<file path="src/rtl/pc_sequencer_if.sv">
// Vector-fetch port between the PC sequencer and instruction memory.
// A beat transfers on any cycle where vec_rd and vec_valid are both high; vec_rd
// holds with a stable vec_addr until that happens, and vec_valid while vec_rd is low is ignored.
interface pc_sequencer_if;
    logic        vec_rd;
    logic [31:0] vec_addr;
    logic [15:0] vec_data;
    logic        vec_valid;

    modport master (
        output vec_rd,
        output vec_addr,
        input  vec_data,
        input  vec_valid
    );

    modport slave (
        input  vec_rd,
        input  vec_addr,
        output vec_data,
        output vec_valid
    );
endinterface

</file>
<file path="src/rtl/pc_sequencer.sv">
// Next-PC selection: boot vector fetch, increment, branch, stall and interrupt
// entry through a two-halfword vector fetch.
module pc_sequencer #(
    parameter logic [31:0] RESET_VEC_ADDR = 32'h0,
    parameter logic [31:0] INT_VEC_ADDR   = 32'h2
) (
    input  logic          clk,
    input  logic          rst,
    input  logic          stall_in,
    input  logic          instr_size,
    input  logic [31:0]   current_pc,
    input  logic          branch_taken,
    input  logic [31:0]   branch_target,
    input  logic          int_req,
    pc_sequencer_if.master vec,
    output logic [31:0]   next_pc,
    output logic          pc_stall,
    output logic          flush,
    output logic          int_ack,
    output logic [31:0]   saved_pc,
    output logic [2:0]    state_dbg
);

    typedef enum logic [2:0] {
        BOOT_LO = 3'd0,
        BOOT_HI = 3'd1,
        RUN     = 3'd2,
        INT_LO  = 3'd3,
        INT_HI  = 3'd4
    } state_t;

    state_t      state;
    logic        pending;
    logic [15:0] lo_half;
    logic        accept;
    logic [31:0] inc_pc;
    logic [31:0] vec_base;

    assign state_dbg = state;
    assign inc_pc    = current_pc + 32'd1 + {31'd0, instr_size};
    assign vec_base  = (state == INT_LO || state == INT_HI) ? INT_VEC_ADDR : RESET_VEC_ADDR;

    always_comb begin
        next_pc      = 32'd0;
        pc_stall     = 1'b1;
        flush        = 1'b1;
        vec.vec_rd   = 1'b0;
        vec.vec_addr = vec_base;
        int_ack      = 1'b0;
        accept       = 1'b0;
        case (state)
            BOOT_HI, INT_HI: begin
                vec.vec_rd   = 1'b1;
                vec.vec_addr = vec_base + 32'd1;
                next_pc      = {vec.vec_data, lo_half};
                pc_stall     = ~vec.vec_valid;
            end
            RUN: begin
                next_pc  = inc_pc;
                pc_stall = 1'b0;
                flush    = 1'b0;
                // Branch beats everything; a pending interrupt waits for a quiet cycle.
                if (branch_taken) begin
                    next_pc = branch_target;
                    flush   = 1'b1;
                end else if (pending && !stall_in) begin
                    accept   = 1'b1;
                    int_ack  = 1'b1;
                    flush    = 1'b1;
                    pc_stall = 1'b1;
                end else if (stall_in) begin
                    pc_stall = 1'b1;
                end
            end
            default: begin
                vec.vec_rd = 1'b1;
            end
        endcase
    end

    always_ff @(posedge clk or negedge rst) begin
        if (!rst) begin
            state    <= BOOT_LO;
            pending  <= 1'b0;
            lo_half  <= 16'd0;
            saved_pc <= 32'd0;
        end else begin
            pending <= accept ? 1'b0 : (pending | int_req);
            case (state)
                BOOT_LO: if (vec.vec_valid) begin
                    lo_half <= vec.vec_data;
                    state   <= BOOT_HI;
                end
                BOOT_HI: if (vec.vec_valid) state <= RUN;
                INT_LO: if (vec.vec_valid) begin
                    lo_half <= vec.vec_data;
                    state   <= INT_HI;
                end
                INT_HI: if (vec.vec_valid) state <= RUN;
                RUN: if (accept) begin
                    saved_pc <= current_pc;
                    state    <= INT_LO;
                end
                default: state <= BOOT_LO;
            endcase
        end
    end

endmodule
</file>
<file path="src/flat_wrapper.sv">
// flat-port wrapper written by rule: the top's interface ports become plain ports
module pc_sequencer_flat 
#(
    parameter logic [31:0] RESET_VEC_ADDR = 32'h0,
    parameter logic [31:0] INT_VEC_ADDR   = 32'h2
)
  (clk, rst, stall_in, instr_size, current_pc, branch_taken, branch_target, int_req, next_pc, pc_stall, flush, int_ack, saved_pc, state_dbg, vec_vec_rd, vec_vec_addr, vec_vec_data, vec_vec_valid);
  pc_sequencer_if vec_i ();
  input  logic clk;
  input  logic rst;
  input  logic stall_in;
  input  logic instr_size;
  input  logic [31:0] current_pc;
  input  logic branch_taken;
  input  logic [31:0] branch_target;
  input  logic int_req;
  output logic [31:0] next_pc;
  output logic pc_stall;
  output logic flush;
  output logic int_ack;
  output logic [31:0] saved_pc;
  output logic [2:0] state_dbg;
  output wire logic [$bits(vec_i.vec_rd)-1:0] vec_vec_rd;
  output wire logic [$bits(vec_i.vec_addr)-1:0] vec_vec_addr;
  input wire logic [$bits(vec_i.vec_data)-1:0] vec_vec_data;
  input wire logic [$bits(vec_i.vec_valid)-1:0] vec_vec_valid;
  assign vec_vec_rd = vec_i.vec_rd;
  assign vec_vec_addr = vec_i.vec_addr;
  assign vec_i.vec_data = vec_vec_data;
  assign vec_i.vec_valid = vec_vec_valid;
  pc_sequencer #(.RESET_VEC_ADDR(RESET_VEC_ADDR), .INT_VEC_ADDR(INT_VEC_ADDR)) u_core (.clk(clk), .rst(rst), .stall_in(stall_in), .instr_size(instr_size), .current_pc(current_pc), .branch_taken(branch_taken), .branch_target(branch_target), .int_req(int_req), .vec(vec_i), .next_pc(next_pc), .pc_stall(pc_stall), .flush(flush), .int_ack(int_ack), .saved_pc(saved_pc), .state_dbg(state_dbg));
endmodule
</file>
<file path="config.mk">
export PLATFORM = sky130hd
export DESIGN_NAME = pc_sequencer_flat
export DESIGN_NICKNAME = d
export VERILOG_FILES = /design/src/rtl/pc_sequencer_if.sv /design/src/rtl/pc_sequencer.sv /design/src/flat_wrapper.sv
export SDC_FILE = /design/constraint.sdc
export NUM_CORES = 1
export LEC_CHECK = 0
export BUFFER_PORTS_ARGS = -buffer_cell sky130_fd_sc_hd__buf_2
export CORE_MARGIN = 2
export CORE_UTILIZATION = 49
export DETAILED_ROUTE_END_ITERATION = 10
export PLACE_DENSITY = 0.86
export SETUP_SLACK_MARGIN = 0.4
export SLEW_MARGIN = 25
export SYNTH_ARGS = -nofsm -noshare
export SYNTH_HDL_FRONTEND = slang
export SYNTH_SLANG_ARGS = --single-unit
</file>
<file path="constraint.sdc">
create_clock -name clk -period 5 [get_ports clk]
set_clock_uncertainty 0.05 [all_clocks]
set_input_delay 0.5 -clock clk [delete_from_list [all_inputs] [get_ports clk]]
set_output_delay 0.5 -clock clk [all_outputs]
set_load 0.005 [all_outputs]
</file>
==> flow_metrics.env <==
export IMPL_endpoint_kind="primary output"
export IMPL_final_max_slew_violation_count=0
export IMPL_synthCells=367
export IMPL_p_switching_mw=0.858
export IMPL_clkTransAtPathRegs_ns=0.10
export IMPL_postRouteAntennaNets=0
export IMPL_synth_distinct_cells=42
export IMPL_comb_power_share_pct=52.9
export IMPL_globalplace_congestion=0.868
export IMPL_synth_seq_area_share_pct=36.2
export IMPL_holdBufCountCts=0
export IMPL_synth_ff_type="dfrtp_1"
export IMPL_die_area_um2=8040
export IMPL_post_dp_cell_area_um2=4320
export IMPL_grt_pass1_wl_um=15900
export IMPL_grt_overflow_total=0
export IMPL_yosysTopAreaCellShare_pct=36.2
export IMPL_peakVddDrop_mv=0.228
export IMPL_worst_pin_slew_ns=0.915
export IMPL_synth_warnings=0
export IMPL_start_util_pct=50.1
export IMPL_cts_tree="yes"
export IMPL_fin_crit_sh_pct=59.8
export IMPL_synth_area_top_cells="dfrtp_1, mux2_4, mux2_2"
export IMPL_relSlewSlack_pct=38.8
export IMPL_drtIter0Drc=193
export IMPL_cap_violations=0
export IMPL_wl_per_cell_um=17.6
export IMPL_port_buffers=159
export IMPL_rows=31
export IMPL_finalWirelength_um=10800
export IMPL_grt_max_degree=53
export IMPL_p_seq_share_pct=33.6
export IMPL_finalSetupViolCount=0
export IMPL_synth_seq_cells=52
export IMPL_postSynth_asyncResetShare_pct=100
export IMPL_worstSetupStartpointType="input pin"
export IMPL_fin_setup_tns_ns=0
export IMPL_synth_edf_count=0
export IMPL_cp_data_required_time_ns=4.45
export IMPL_cts_buffers=5
export IMPL_die_x_um=89.7
export IMPL_setup_slack_ns=2.01
export IMPL_grt_antenna_before_repair=0
export IMPL_status="complete, no violations"
export IMPL_swShare_pct=37.2
export IMPL_cts_resized_gates=0
export IMPL_fin_nets=605
export IMPL_fmax_mhz=334
export IMPL_p_leak_nw=2.19
export IMPL_final_area_um2=4440
export IMPL_gr_usage_all_layers_pct=26.3
export IMPL_clock_path_buffers=2
export IMPL_via_per_inst=5.38
export IMPL_rsz0062_at_grt="false"
export IMPL_layout_drive_gt1_share_pct=43.1
export IMPL_crit_type="in -> out"
export IMPL_via_count=3312
export IMPL_clkPwrFrac_pct=13.5
export IMPL_antennaDiodeCount=0
export IMPL_cts_max_level=2
export IMPL_drt_first_pass_iters=5
export IMPL_core_um2=7180
export IMPL_holdWs_ns=0.268
export IMPL_period_minus_slack_ns=2.99
export IMPL_dp_cells=608
export IMPL_internal_power_mw=1.45
export IMPL_ioPinCount=190
export IMPL_hpwlAfterDp_um=8270
export IMPL_crit_fanout=8
export IMPL_grt_pass1_vias=3128
export IMPL_clk_latency_ns=0.31
export IMPL_final_hold_viol_count=0
export IMPL_area_growth_syn_to_layout_pct=23.3
export IMPL_clock_sinks=52
export IMPL_syn_area_per_cell_um2=9.80
export IMPL_synth_area_um2=3600
export IMPL_cts_setup_buffers=0
export IMPL_fin_cells=616
export IMPL_drc=0
export IMPL_p_per_area_nw_per_um2=520
export IMPL_synth_top_cell_by_area="dfrtp_1"
export IMPL_synthMostInstantiatedCell="dfrtp_1"
export IMPL_num_fill_cells=657
export IMPL_root_buffer="clkbuf_8"
export IMPL_ys_top_cells_by_count="dfrtp_1, o21ai_0, buf_4"
export IMPL_hold_path_class="in -> async"
export IMPL_dp_slack_ns=2.03
export IMPL_fin_util_pct=61.8
export IMPL_dieHeight_um=89.7
export IMPL_total_power_mw=2.31
export IMPL_cp_arrival_ns=2.44
-- power groups by stage --
stage	registers (mW)	clock network [mW]	logic, mW
final	0.776	0.311	1.22
after global routing	0.803	0.334	1.36
after CTS	0.773	0.315	1.23
after detailed placement	0.777	0	1.22
after global placement	0.765	0	1.19
after floorplan	0.747	0	0.763
-- worst max-delay path: stages --
cell and delay [ns]:
buf_2 0.08, inv_1 0.04, ha_1 0.20, inv_1 0.08, ha_1 0.17, nand3_1 0.19
nand2b_1 0.37, nor4_1 0.45, xnor2_1 0.16, o21ai_1 0.07, buf_2 0.13
-- cell usage in the layout (no fill, tap or decap), types with 2 or more instances in the layout --
master / Yosys / final
o21ai_1: 3 / 3
nand2_1: 26 / 26
mux2_4: 25 / 25
o21ai_0: 47 / 47
and3_1: 3 / 3
nand2b_1: 2 / 2
xnor2_1: 17 / 17
nor2_1: 15 / 14
dfrtp_1: 52 / 52
clkbuf_8: 0 / 6
buf_2: 2 / 159
nand3_1: 11 / 11
and2_1: 2 / 2
o31a_1: 2 / 2
nor3_1: 7 / 7
conb_1: 1 / 30
buf_4: 31 / 4
ha_1: 2 / 2
and4_1: 6 / 6
mux2_2: 22 / 22
nand4_1: 8 / 8
a22oi_1: 22 / 22
a21oi_1: 4 / 4
inv_1: 6 / 6
xor2_1: 13 / 13
nor4_1: 6 / 6
-- state kept, by name (all words and copies together) (netlist names) --
register          count
u_core.state_dbg      3
u_core.lo_half       16
u_core.pending        1
u_core.saved_pc      32
-- cell type report --
cell class	instances	area (µm²)	share of cell area, %
clock buffers	6	82.6	1.86
inverters	7	28.8	0.649
multi-input cells	287	2040	45.9
flip-flops and latches	52	1300	29.3
well taps	99	124	2.79
repair buffers	163	826	18.6
clock inverters	2	38.8	0.874
-- logic make-up after synthesis --
logic type | Yosys count | share of synthesized area [%]
AND/OR/NAND/NOR | 95 | 14.3
AO/OA/AOI/OAI | 82 | 13.5
buffers and inverters | 57 | 10.4
flip-flops | 52 | 36.2
multiplexers | 48 | 17.6
XOR/XNOR | 30 | 7.30
adder cells (fa/ha/maj) | 2 | 0.696
other | 1 | 0.104
-- per-layer routing --
layer | vias up | wire length [µm] | global-route usage [%]
li1 | 1551 | - | -
met1 | 1577 | 4280 | 32.7
met2 | 157 | 5320 | 44.7
met3 | 27 | 924 | 5.48
met4 | 0 | 306 | 10.0
met5 | - | 0 | 0
-- path summary, 6_finish.rpt --
path,from,depth (start not counted),end,slack (ns)
max in group asynchronous,rst,2,u_core.saved_pc[3],4.18
hold / removal,rst,2,u_core.lo_half[15],0.27
min in group clk,int_req,3,u_core.pending,0.38
hold reg to reg,u_core.saved_pc[0],2,u_core.saved_pc[0],0.44
setup reg to reg,u_core.state_dbg[1],6,u_core.saved_pc[23],2.62
setup / recovery,current_pc[0],11,next_pc[28],2.01
No activity file was read; power rests on OpenSTA's default activity.
